--- config.mk ---
export PLATFORM = sky130hd
export DESIGN_NAME = uart_tx_core
export DESIGN_NICKNAME = d
export VERILOG_FILES = /design/src/rtl/uart_pkg.sv /design/src/rtl/uart_baud_gen.sv /design/src/rtl/uart_tx_core.sv
export SDC_FILE = /design/constraint.sdc
export NUM_CORES = 1
export LEC_CHECK = 0
export ABC_AREA = 1
export CAP_MARGIN = 0
export CELL_PAD_IN_SITES_DETAIL_PLACEMENT = 0
export CELL_PAD_IN_SITES_GLOBAL_PLACEMENT = 1
export CORE_ASPECT_RATIO = 1.1
export CORE_MARGIN = 8
export CORE_UTILIZATION = 40
export CTS_CLUSTER_DIAMETER = 150
export DETAILED_ROUTE_END_ITERATION = 10
export PLACE_DENSITY = 0.74
export SLEW_MARGIN = 20
export SYNTH_ARGS = -nofsm -noshare
export SYNTH_HDL_FRONTEND = slang
export SYNTH_SLANG_ARGS = --single-unit
--- constraint.sdc ---
create_clock -name clk -period 1.8 [get_ports clk]
set_input_delay 0.54 -clock clk [delete_from_list [all_inputs] [get_ports clk]]
set_output_delay 0.54 -clock clk [all_outputs]
set_load 0.05 [all_outputs]
--- src/rtl/uart_pkg.sv ---
// Shared definitions for the UART blocks: parity modes, transmitter FSM states
// and a width helper for sizing counters.
package uart_pkg;

    localparam int PARITY_NONE = 0;
    localparam int PARITY_EVEN = 1;
    localparam int PARITY_ODD  = 2;

    typedef enum logic [2:0] {
        ST_IDLE   = 3'd0,
        ST_START  = 3'd1,
        ST_DATA   = 3'd2,
        ST_PARITY = 3'd3,
        ST_STOP   = 3'd4
    } tx_state_e;

    // Bits needed to hold 0..v-1, never less than one.
    function automatic int CLOG2(input int v);
        int r;
        r = 0;
        for (int i = 0; i < 32; i++) begin
            if ((1 << r) < v) r = r + 1;
        end
        return (r == 0) ? 1 : r;
    endfunction

endpackage

--- src/rtl/uart_baud_gen.sv ---
// Bit-period divider: counts 0..DIV-1 and flags the last count. Holds at zero
// while clr is high so a bit period starts cleanly on the following cycle.
module uart_baud_gen
    import uart_pkg::*;
#(
    parameter int DIV = 4
) (
    input  logic clk,
    input  logic rst_n,
    input  logic clr,
    output logic tick
);

    localparam int CW = CLOG2(DIV);

    logic [CW-1:0] cnt_q, cnt_d;

    assign tick = (cnt_q == CW'(DIV - 1));

    always_comb begin
        cnt_d = cnt_q + 1'b1;
        if (clr || tick) cnt_d = '0;
    end

    always_ff @(posedge clk or negedge rst_n) begin
        if (!rst_n) cnt_q <= '0;
        else        cnt_q <= cnt_d;
    end

endmodule

--- src/rtl/uart_tx_core.sv ---
// UART transmitter: valid/ready word intake, internal baud divider, frames of
// START, WIDTH data bits LSB first, optional parity and 1 or 2 stop bits.
module uart_tx_core
    import uart_pkg::*;
#(
    parameter int CLOCK_FREQ = 16000000,
    parameter int BAUD       = 9600,
    parameter int WIDTH      = 8,
    parameter int STOP_BITS  = 1,
    parameter int PARITY     = 0
) (
    input  logic             clk,
    input  logic             rst_n,
    input  logic [WIDTH-1:0] tx_data,
    input  logic             tx_valid,
    output logic             tx_ready,
    output logic             tx,
    output logic             busy
);

    localparam int DIV = CLOCK_FREQ / BAUD;
    localparam int BW  = CLOG2(WIDTH);

    if (DIV < 2) begin : g_bad_div
        $error("uart_tx_core: CLOCK_FREQ/BAUD must be at least 2");
    end
    if (WIDTH < 5 || WIDTH > 9) begin : g_bad_width
        $error("uart_tx_core: WIDTH must be 5..9");
    end
    if (STOP_BITS != 1 && STOP_BITS != 2) begin : g_bad_stop
        $error("uart_tx_core: STOP_BITS must be 1 or 2");
    end
    if (PARITY != PARITY_NONE && PARITY != PARITY_EVEN && PARITY != PARITY_ODD) begin : g_bad_par
        $error("uart_tx_core: PARITY must be 0, 1 or 2");
    end

    tx_state_e        state_q, state_d;
    logic [BW-1:0]    bit_q, bit_d;
    logic             stop_q, stop_d;
    logic [WIDTH-1:0] shreg_q, shreg_d;
    logic             par_q, par_d;
    logic             tx_q, tx_d;
    logic             tick;

    // Counter is parked at zero in IDLE, so every bit period after acceptance is exactly DIV clocks.
    uart_baud_gen #(.DIV(DIV)) u_baud (
        .clk   (clk),
        .rst_n (rst_n),
        .clr   (state_q == ST_IDLE),
        .tick  (tick)
    );

    assign tx_ready = (state_q == ST_IDLE);
    assign busy     = (state_q != ST_IDLE);
    assign tx       = tx_q;

    // tx_d is derived from the next state so the line changes on the same edge as the FSM.
    always_comb begin
        state_d = state_q;
        bit_d   = bit_q;
        stop_d  = stop_q;
        shreg_d = shreg_q;
        par_d   = par_q;
        tx_d    = tx_q;
        case (state_q)
            ST_IDLE: begin
                tx_d = 1'b1;
                if (tx_valid) begin
                    state_d = ST_START;
                    shreg_d = tx_data;
                    par_d   = (^tx_data) ^ (PARITY == PARITY_ODD);
                    bit_d   = '0;
                    stop_d  = 1'b0;
                    tx_d    = 1'b0;
                end
            end
            ST_START: begin
                if (tick) begin
                    state_d = ST_DATA;
                    tx_d    = shreg_q[0];
                end
            end
            ST_DATA: begin
                if (tick) begin
                    if (bit_q == BW'(WIDTH - 1)) begin
                        if (PARITY != PARITY_NONE) begin
                            state_d = ST_PARITY;
                            tx_d    = par_q;
                        end else begin
                            state_d = ST_STOP;
                            tx_d    = 1'b1;
                        end
                    end else begin
                        bit_d   = bit_q + 1'b1;
                        shreg_d = shreg_q >> 1;
                        tx_d    = shreg_q[1];
                    end
                end
            end
            ST_PARITY: begin
                if (tick) begin
                    state_d = ST_STOP;
                    tx_d    = 1'b1;
                end
            end
            ST_STOP: begin
                if (tick) begin
                    if (stop_q == 1'(STOP_BITS - 1)) state_d = ST_IDLE;
                    else                             stop_d  = stop_q + 1'b1;
                end
            end
            default: begin
                state_d = ST_IDLE;
                tx_d    = 1'b1;
            end
        endcase
    end

    always_ff @(posedge clk or negedge rst_n) begin
        if (!rst_n) begin
            state_q <= ST_IDLE;
            bit_q   <= '0;
            stop_q  <= 1'b0;
            shreg_q <= '0;
            par_q   <= 1'b0;
            tx_q    <= 1'b1;
        end else begin
            state_q <= state_d;
            bit_q   <= bit_d;
            stop_q  <= stop_d;
            shreg_q <= shreg_d;
            par_q   <= par_d;
            tx_q    <= tx_d;
        end
    end

endmodule

## Word level (Yosys, flattened, before mapping)

Index checks and enable logic that the tools add are counted.

| storage, ports and cells | value |
|---|---|
| flip-flop bits (word level) | 27 |
| logic and storage cells | 60 |

| operators by class | value |
|---|---|
| muxes and demuxes | 27 |
| bitwise gates (word level) | 1 |
| reductions and logical operators | 9 |
| equal/unequal tests | 14 |
| add/subtract/negate cells | 3 |

Operator list:

| cell | count |
|---|---|
| 3-bit 2-to-1 mux | 10 |
| 8-bit 2-to-1 mux | 3 |
| 8-bit case mux with 2 select lines | 1 |
| 3-bit case mux with 5 select lines | 1 |
| 11-bit by 1-bit adder with 11-bit output, second input constant | 1 |
| 11-bit == test, second input constant | 1 |
| 11-bit 2-to-1 mux | 1 |
| 1-bit 2-to-1 mux | 8 |
| 2-bit by 1-bit != test with 1-bit output, second input constant | 4 |
| 2-bit != test, second input constant | 4 |
| 4-bit AND reduction | 2 |
| 7-bit AND reduction | 1 |
| 3-bit by 2-bit == test with 1-bit output, second input constant | 2 |
| 3-bit == test, second input constant | 2 |
| 3-bit case mux with 2 select lines | 1 |
| 1-bit case mux with 5 select lines | 1 |
| 2-bit nonzero test | 2 |
| 3-bit by 1-bit adder with 3-bit output, second input constant | 1 |
| 3-bit by 1-bit == test with 1-bit output, second input constant | 1 |
| 3-bit logical NOT | 1 |
| 3-bit AND reduction | 1 |
| 3-bit nonzero test | 1 |
| 1-bit case mux with 2 select lines | 1 |
| 1-bit adder, second input constant | 1 |
| other kinds (2) | 2 |

## Longest topological paths before layout

| depth | value |
|---|---|
| depth in word-level cells | 4 |
| gate-level depth with buffers | 10 |
| gate-level depth less buffers | 9 |

## By module

A second synthesis with hierarchy kept.

| unflattened totals | value |
|---|---|
| cell total of the unflattened synthesis | 209 |
| area total of the unflattened synthesis | 1559.0 sq um |

Modules (own cells, without submodules):

| module | instances | area an instance (sq um) | cells each |
|---|---|---|---|
| uart_tx_core | 1 | 912.1 | 125 |
| uart_baud_gen | 1 | 646.9 | 84 |

## Worst setup path after synthesis

No wires, ideal clock.

| timing | value |
|---|---|
| path kind | reg2out |
| start point | reg state_q[1] |
| end point | out tx_ready |
| required time | 1.260 ns |
| path buffers | 0 |
| arrival | 1.107 ns |
| path slack | 0.153 ns |
| cell stages (with the launch flop) | 4 |
| cells stage by stage | dfrtp_1 nor2_2 nand2_4 inv_1 |

| on the way | value |
|---|---|
| cells in the longest elaborated chain, start to end | 1 |

RTL lines:

| element | line | RTL |
|---|---|---|
| start: declaration | uart_tx_core.sv:37 | `tx_state_e state_q, state_d;` |
| start signal: assignment | uart_tx_core.sv:128 | `state_q <= state_d;` |
| 3-bit logical NOT | uart_tx_core.sv:53 | `assign tx_ready = (state_q == ST_IDLE);` |
| end: declaration | uart_tx_core.sv:16 | `output logic tx_ready,` |

Every way passes these cells.

## Final worst setup path

Ends and elaborated chain as after synthesis.

==> metrics <==
outcome=finished, final reports clean; Leakage=0.913 nW; CTS buffer count=3; via-per-instance ratio=4.91; Syn Area/Cell=7.34 µm²; Post-Route Skew=0.00257 ns; sequential element share of the synthesized area=42.1%; Initial Utilization=42.0%; Slew headroom=69.5%; DR WL/cell=12.0 µm; Worst-Margin Slew=0.453 ns; grt met2 use=21.5%; Gate Count Post-Synth=211; Max Root-Sink Buffers=2; kind of critical path=flip-flop to primary output; Global Route Usage Sum=12.2%; dominant cell type by area after synthesis=dfrtp_1; drt first pass iters=4; Synth Flop Type=dfrtp_1; DRC=0; layout cells sized above 1=18.3%; root buffer cell=clkbuf_8; Setup WS post-layout=0.0642 ns; setup TNS=0 ns; via count=1376; ranking of synthesized cells by area=dfrtp_1, nand2_1, nand3_1; WP data arrival=1.20 ns; Reg2Reg Setup Slack=0.18 ns; die area=6120 µm²; fin cells=280; Hold Slack=0.492 ns; GRT busiest layer=met2; Syn-to-layout area delta=20.9%; Worst EP required=1.26 ns; Inst Count DP=273; hold_buf cts=0; antenna violations before repair=0; fin crit share=96.4%; GRT overflow=0; Die H=81.2 µm; met3 usage=2.83%; FMAX=576 MHz; vias in the first global route=1392; cell area after layout=1870 µm²; clock slew at reported path FFs=0.10 ns; grt met1 use=14.0%; type of origin of the critical path=flip-flop; Nets=246; Power Total=1.12 mW; Final Util=50.8%; pre-CTS setup slack=0.0560 ns; I/O pin cnt=14; largest net degree at the start of global routing=27; RSZ-0062 raised after global routing=false; Detail Route Antenna Nets=0; count leader, synth=nand2_1; Net Count, Synth=226; crit-path max FO=7; CTS sink cnt=26; hpwl dp=2460 µm; Post-synth top cells=nand2_1, dfrtp_1, nor2_1; Yosys reg bits=26; Mapped Area=1550 µm²; Die W=75.3 µm; H-tree depth=1; max-cap violations=0; Min-Delay Path Class=flip-flop to flip-flop; post-synthesis cell type count=26; GP Congestion=0.820; Final Setup Violations=0; peak supply drop=0.258 mV; yosys warns=0; FP Rows=23; Crit. End Element=primary output; share of the synthesized area in the top cell type=40.4%; Min-Delay Path Depth=2; post-synthesis async set-or-reset flop share=100%; Pwr Density=601 nW/µm²; cells on worst reg2reg path=9; CTS tree=built; Fillers=399; Area after DPL=1760 µm²; Core ar.=3680 µm²; final wirelength=3350 µm; number of port buffers=13; post-layout min period=1.74 ns; first-pass GRT wire length=5960 µm; n_diodes=0; final hold vios=0; worst skew pair latency=0.28 ns; Post-synth EDFFs=0; 1st-iter DRT viols=52; Slew Viols, Final=0
## cells by family (layout without fill, tap and decap cells)
family	count (synthesis)	count (layout)	synth area share, %
AOI/OAI and AO/OA	8	8	3.40
adders and majority gates	4	4	3.23
xor gates and xnor gates	2	2	1.13
and+or+nand+nor	145	145	42.6
buffers and inverters	26	45	7.52
DFF	26	26	42.1
## path summary, 6_finish.rpt
kind | start | endpoint
setup / recovery | state_q[1] | tx_ready
hold / removal | shreg_q[4] | shreg_q[4]
setup reg to reg | u_baud.cnt_q[1] | bit_q[2]
hold reg to reg | shreg_q[4] | shreg_q[4]
max in group asynchronous | rst_n | tx
min in group asynchronous | rst_n | u_baud.cnt_q[6]
## critical path, cell delays in order (launching register included)
cell     delay [ns]
dfrtp_2        0.45
nor2_4         0.13
nand2_4        0.11
inv_2          0.10
buf_12         0.13
## registers in the layout, summed over array words and instances (netlist names)
register	flops
state_q	3
tx	1
u_baud.cnt_q	11
shreg_q	8
bit_q	3
## where the power goes
part / total (mW) / internal [mW] / switching (mW)
Clock: 0.498 / 0.298 / 0.200
Sequential: 0.584 / 0.584 / 0
Combinational: 0.0423 / 0.0236 / 0.0187
Total: 1.12 / 0.905 / 0.218
## layer usage
metal / vias to the layer above / part of all wire, %
met4: 0 / 1.3
met2: 30 / 50
met5: - / 0
li1: 706 / -
met1: 635 / 44
met3: 5 / 4.9
## cell usage in the layout, fill, tap and decap left out, types with 4 or more instances in the layout
master            n
nand2_1          67
nor2_1           24
nand3_1          23
dfrtp_1          23
inv_1            16
nand2_2          12
clkdlybuf4s50_1  10
nor3_1            8
buf_4             7
inv_2             4
ha_1              4
## layout make-up
class,count,area (µm²),area share (%)
multi-input combinational,159,790,42.2
sequential,26,654,35.0
timing repair buffer,20,213,11.4
inverter,21,80.1,4.28
tap,50,62.6,3.34
clock buffer,3,41.3,2.21
clock inverter,1,30.0,1.61
## repair_timing
item                       4_1_cts  5_1_grt
setup endpoints to repair        1       12
setup buffers                    2        1
gates resized for setup          2        3
Note: power is estimated with default switching activity, not from simulation.
